### config.mk
export PLATFORM = sky130hd
export DESIGN_NAME = rf_wb_arbiter
export DESIGN_NICKNAME = d
export VERILOG_FILES = /design/src/rtl/rf_pkg.sv /design/src/rtl/rf_scoreboard.sv /design/src/rtl/rf_wb_arbiter.sv
export SDC_FILE = /design/constraint.sdc
export NUM_CORES = 1
export LEC_CHECK = 0
export CORE_MARGIN = 3
export CORE_UTILIZATION = 35
export CTS_CLUSTER_DIAMETER = 30
export DETAILED_ROUTE_END_ITERATION = 12
export PLACE_DENSITY_LB_ADDON = 0.08
export SLEW_MARGIN = 20
export SYNTH_ARGS = -nofsm -noshare
export SYNTH_HDL_FRONTEND = slang
export SYNTH_SLANG_ARGS = --single-unit
export TNS_END_PERCENT = 5
### constraint.sdc
create_clock -name clk -period 3.9 [get_ports clk]
set_input_delay 0.975 -clock clk [delete_from_list [all_inputs] [get_ports clk]]
set_output_delay 0.975 -clock clk [all_outputs]
set_load 0.01 [all_outputs]
### src/rtl/rf_pkg.sv
// Shared constants and types for the register-file writeback path.
package rf_pkg;

  localparam int DATA_W = 32;
  localparam int ADDR_W = 8;
  localparam int NREG   = 16;
  localparam int IDX_W  = $clog2(NREG);

  // Round-robin pointer encoding: which requester wins the next contention.
  typedef enum logic {
    REQ_A = 1'b0,
    REQ_B = 1'b1
  } req_id_e;

  // True when the address names an implemented register.
  function automatic logic addr_in_range(input logic [ADDR_W-1:0] addr);
    return addr < ADDR_W'(NREG);
  endfunction

endpackage

### src/rtl/rf_scoreboard.sv
// Per-register busy scoreboard: set at issue, cleared when the write commits,
// queried combinationally by decode. Allocation wins over a same-edge clear.
module rf_scoreboard
  import rf_pkg::*;
(
  input  logic              clk,
  input  logic              rst_n,
  input  logic              set_en,
  input  logic [ADDR_W-1:0] set_addr,
  input  logic              clr_en,
  input  logic [ADDR_W-1:0] clr_addr,
  input  logic [ADDR_W-1:0] q_addr1,
  input  logic [ADDR_W-1:0] q_addr2,
  output logic              q_busy1,
  output logic              q_busy2
);

  logic [NREG-1:0] busy_q;
  logic [NREG-1:0] busy_d;

  // Next busy vector: clear the committed register first, then apply the allocation.
  always_comb begin
    // NOTE: start from the current value so every path assigns busy_d; no latch is inferred.
    busy_d = busy_q;
    if (clr_en && addr_in_range(clr_addr)) begin
      busy_d[clr_addr[IDX_W-1:0]] = 1'b0;
    end
    if (set_en && addr_in_range(set_addr)) begin
      busy_d[set_addr[IDX_W-1:0]] = 1'b1;
    end
  end

  // Busy state register.
  always_ff @(posedge clk or negedge rst_n) begin
    if (!rst_n) begin
      // NOTE: this vector is flag state, not data storage, so it must be reset; a stale busy bit would stall decode forever.
      busy_q <= '0;
    end else begin
      // NOTE: non-blocking assignment so every flop samples pre-edge values.
      busy_q <= busy_d;
    end
  end

  assign q_busy1 = addr_in_range(q_addr1) && busy_q[q_addr1[IDX_W-1:0]];
  assign q_busy2 = addr_in_range(q_addr2) && busy_q[q_addr2[IDX_W-1:0]];

endmodule

### src/rtl/rf_wb_arbiter.sv
// Round-robin arbiter sharing the register bank write port between the ALU (A)
// and the load unit (B). The accepted write is registered onto the bank inputs;
// out-of-range destinations are accepted but dropped with a one-cycle wb_err.
module rf_wb_arbiter
  import rf_pkg::*;
(
  input  logic              clk,
  input  logic              rst_n,
  input  logic              freeze,
  input  logic              a_valid,
  output logic              a_ready,
  input  logic [ADDR_W-1:0] a_addr,
  input  logic [DATA_W-1:0] a_data,
  input  logic              b_valid,
  output logic              b_ready,
  input  logic [ADDR_W-1:0] b_addr,
  input  logic [DATA_W-1:0] b_data,
  input  logic              alloc_valid,
  input  logic [ADDR_W-1:0] alloc_addr,
  input  logic [ADDR_W-1:0] q_addr1,
  input  logic [ADDR_W-1:0] q_addr2,
  output logic              q_busy1,
  output logic              q_busy2,
  output logic              wr_en,
  output logic [ADDR_W-1:0] wr_addr,
  output logic [DATA_W-1:0] wr_data,
  output logic              wb_err
);

  req_id_e           rr_ptr;
  logic              grant_a;
  logic              grant_b;
  logic              grant_any;
  logic [ADDR_W-1:0] sel_addr;
  logic [DATA_W-1:0] sel_data;
  logic              sel_ok;

  // Grant: freeze blocks everything, a lone requester always wins, rr_ptr breaks ties.
  always_comb begin
    grant_a = 1'b0;
    grant_b = 1'b0;
    if (!freeze) begin
      if (a_valid && b_valid) begin
        grant_a = (rr_ptr == REQ_A);
        grant_b = (rr_ptr == REQ_B);
      end else begin
        grant_a = a_valid;
        grant_b = b_valid;
      end
    end
  end

  // A grant is only ever given to a valid requester, so grant == handshake.
  assign a_ready   = grant_a;
  assign b_ready   = grant_b;
  assign grant_any = grant_a | grant_b;
  assign sel_addr  = grant_b ? b_addr : a_addr;
  assign sel_data  = grant_b ? b_data : a_data;
  assign sel_ok    = addr_in_range(sel_addr);

  // Round-robin pointer: hand priority to the other requester after each handshake.
  always_ff @(posedge clk or negedge rst_n) begin
    if (!rst_n) begin
      rr_ptr <= REQ_A;
    end else if (grant_a) begin
      rr_ptr <= REQ_B;
    end else if (grant_b) begin
      rr_ptr <= REQ_A;
    end
  end

  // Bank write register: pulse wr_en for in-range writes, wb_err for dropped ones.
  always_ff @(posedge clk or negedge rst_n) begin
    if (!rst_n) begin
      wr_en   <= 1'b0;
      wr_addr <= '0;
      wr_data <= '0;
      wb_err  <= 1'b0;
    end else begin
      wr_en  <= grant_any && sel_ok;
      wb_err <= grant_any && !sel_ok;
      if (grant_any && sel_ok) begin
        wr_addr <= sel_addr;
        wr_data <= sel_data;
      end
    end
  end

  // Busy bits clear on the same edge the bank captures the write.
  rf_scoreboard u_scoreboard (
    .clk      (clk),
    .rst_n    (rst_n),
    .set_en   (alloc_valid),
    .set_addr (alloc_addr),
    .clr_en   (wr_en),
    .clr_addr (wr_addr),
    .q_addr1  (q_addr1),
    .q_addr2  (q_addr2),
    .q_busy1  (q_busy1),
    .q_busy2  (q_busy2)
  );

endmodule

==> flow_summary.ini <==
[global_route]
overflow = 0
first_global_vias = 2823
grt_pass1_wl_um = 13900
number_of_antenna_violations_at_the_first_check_in_global_routing = 0
maximum_number_of_pins_on_one_net_before_global_route_repair = 37
globalRouteTotalUtil_pct = 17.8

[clock_tree]
cts_sinks = 59
clock_tree.root_cell = sky130_fd_sc_hd__clkbuf_8
post_cts.repair.setup_buffers = 0
clk_lat_worst_skew_ns = 0.33
cts_tree = yes
htree_num_levels = 3
clockBufferDepth = 2
tritoncts.num_buffers = 9
worst_setup_hold_path_clk_slew_ns = 0.06

[sta]
fmax_mhz = 284
grt_setup_unrepaired = no
drv_slew = 0
finalHoldWorstSlack_ns = 0.485
worst_slew_margin_rel_pct = 54.6
setup-violations-final = 0
clock-skew-final_ns = 0.00729
period_share_pct = 90.3
timing_hold_violations_final = 0
worst_max_slew_pin_slew_ns = 0.672
post-route-min-period_ns = 3.52

[synthesis]
synthCells = 246
syn_nets = 356
synthesis.area_um2 = 3090
synthesis.area_per_instance_um2 = 12.6
synth_seq_area_share_pct = 47.7
yosys.cell_types.count = 35
yosys_register_bits = 59
ys_warn_count = 0

[floorplan]
die_h_um = 100
coreArea_um2 = 8380
die_w_um = 100
rows = 33
floorplan.io_pins = 156
dieArea_um2 = 10000
initial_utilization_pct = 36.9

[worst_setup_path]
timing.reg2reg.setup_slack_ns = 1.78
worst-endpoint-required_ns = 2.92
capture_point_of_the_worst_reg_to_reg_path = u_scoreboard.busy_q[0]
r2r_start = wr_addr[6]
crit_path_start_kind = input port
critPathMaxFanout = 4
end_kind = output pin
worstPathArrival_ns = 2.55
worst-setup-path-type = in -> out
reg2regPathDepth = 4

[outcome]
status = complete, no violations

[min_path]
timing.hold.worst_endpoint = wr_data[0]
min_from = wr_data[0]
hold_class = reg -> reg
worst_hold_path.num_cells = 1

[detailed_routing]
drt.antenna.violating_nets = 0
drtPass1Iterations = 4
routed_wl_um = 8450
drt_drc_violations_left = 0
via_per_inst = 5.05
dr.first_iter.drc_count = 64
via_count = 2617
post_drt_wl_per_cell_um = 16.3

[cells_and_area]
layout-drive-gt1-share_pct = 25.7
antennaDiodeCount = 0
nets = 518
sequential_cell_area_um2 = 1480
final_cell_count_no_fill = 518
n_fill_cell = 730
most-common-layout-cells = 150 x sky130_fd_sc_hd__clkdlybuf4s50_1, 70 x sky130_fd_sc_hd__mux2_2, 59 x sky130_fd_sc_hd__dfrtp_1
layout.cell_area.non_filler_um2 = 4950
mostFrequentLayoutCell = sky130_fd_sc_hd__clkdlybuf4s50_1
area_of_combinational_cells_with_multiple_inputs_um2 = 1540
area.growth.synth_to_final_pct = 60.0

[run]
cap_viol_max_count = 0

[pwr]
power.density_cell_area_nw_per_um2 = 412
leakage_nw = 1.97
worst_ir_drop_vdd_mv = 0.209
post-layout-total-power_mw = 2.04

[place]
dpl-instance-area_um2 = 4750
place_hpwl_um = 6660
port-buffer-count = 155
finalWeightedCongestion = 0.784
placed_cells_incl_taps = 502
[state kept, by name (all words and copies together) (netlist names)]
name,cells
wr_en,1
wb_err,1
rr_ptr,1
wr_addr,8
u_scoreboard.busy_q,16
wr_data,32
[critical path, stage by stage]
cell                              delay (ns)
sky130_fd_sc_hd__clkdlybuf4s50_1        0.42
sky130_fd_sc_hd__nand2b_1               0.19
sky130_fd_sc_hd__or2_2                  0.34
sky130_fd_sc_hd__inv_1                  0.08
sky130_fd_sc_hd__clkdlybuf4s50_1        0.54
[synth_stat cells, drive strengths merged]
cell type | instances | area, um2
nand3b | 4 | 30.0
nor2b | 5 | 31.3
inv | 2 | 7.51
nand2b | 9 | 56.3
nor4 | 3 | 18.8
nor4b | 1 | 8.76
or2 | 3 | 18.8
and2 | 1 | 6.26
mux4 | 4 | 90.1
o21ai | 33 | 165
dfrtp | 59 | 1480
or4 | 2 | 15.0
o2111ai | 1 | 8.76
o31ai | 1 | 7.51
or3 | 1 | 11.3
a21oi | 3 | 26.3
o211ai | 1 | 7.51
o21bai | 1 | 7.51
nand4bb | 1 | 11.3
o22ai | 2 | 12.5
o311ai | 1 | 8.76
or3b | 4 | 35.0
nand3 | 4 | 20.0
buf | 8 | 61.3
nor2 | 1 | 3.75
mux2i | 6 | 60.1
or4b | 1 | 10.0
nand2 | 7 | 26.3
clkbuf | 2 | 7.51
mux2 | 74 | 833
a311o | 1 | 10.0
[report_power, final]
part,internal (mW),switching (mW)
clock network,0.309,0.236
logic,0.431,0.226
registers,0.745,0.0893
total,1.49,0.551
[worst max path at each step]
stage / to / start / cells after the start / slack [ns]
after floorplan: q_busy2 / q_addr2[0] / 5 / 0.79
after global placement: q_busy1 / q_addr1[2] / 6 / -0.03
after detailed placement: q_busy1 / q_addr1[2] / 6 / -0.11
after CTS: q_busy2 / q_addr2[0] / 6 / 0.04
after global routing: q_busy2 / q_addr2[7] / 5 / 0.26
final: b_ready / freeze / 5 / 0.38
[layout make-up]
class | instances | share of cell area (%)
Timing Repair Buffer | 161 | 32.3
Multi-Input combinational cell | 175 | 31.1
Sequential cell | 59 | 29.8
Clock buffer | 11 | 2.86
Tap cell | 105 | 2.66
Clock inverter | 5 | 1.06
Inverter | 2 | 0.152
[per-stage QoR]
step	utilization (%)	TNS (ns)	worst slack, ns
final	59.0	0	0.378
after global routing	59.0	0	0.262
after CTS	58.9	0	0.0438
after detailed placement	56.6	-0.111	-0.111
after global placement	56.6	-0.0281	-0.0281
after floorplan	-	0	0.789
[logic make-up after synthesis]
family | synth area share, %
muxes | 31.8
DFF | 47.7
and+or+nand+nor | 9.79
AOI/OAI and AO/OA | 8.21
buffers and inverters | 2.47
[routing by layer]
layer	global-route usage [%]	share of wire (%)	up-vias
li1	-	-	1243
met1	20.5	39	1262
met2	30.9	50	104
met3	6.12	9.8	8
met4	5.91	1.0	0
met5	0	0	-
[what timing repair did]
| action | CTS | global route |
|---|---|---|
| resized for setup | 1 | 3 |
| hold buffers | 0 | 0 |
| endpoints found under the setup margin | 1 | 2 |
Note: power is estimated with default switching activity, not from simulation.
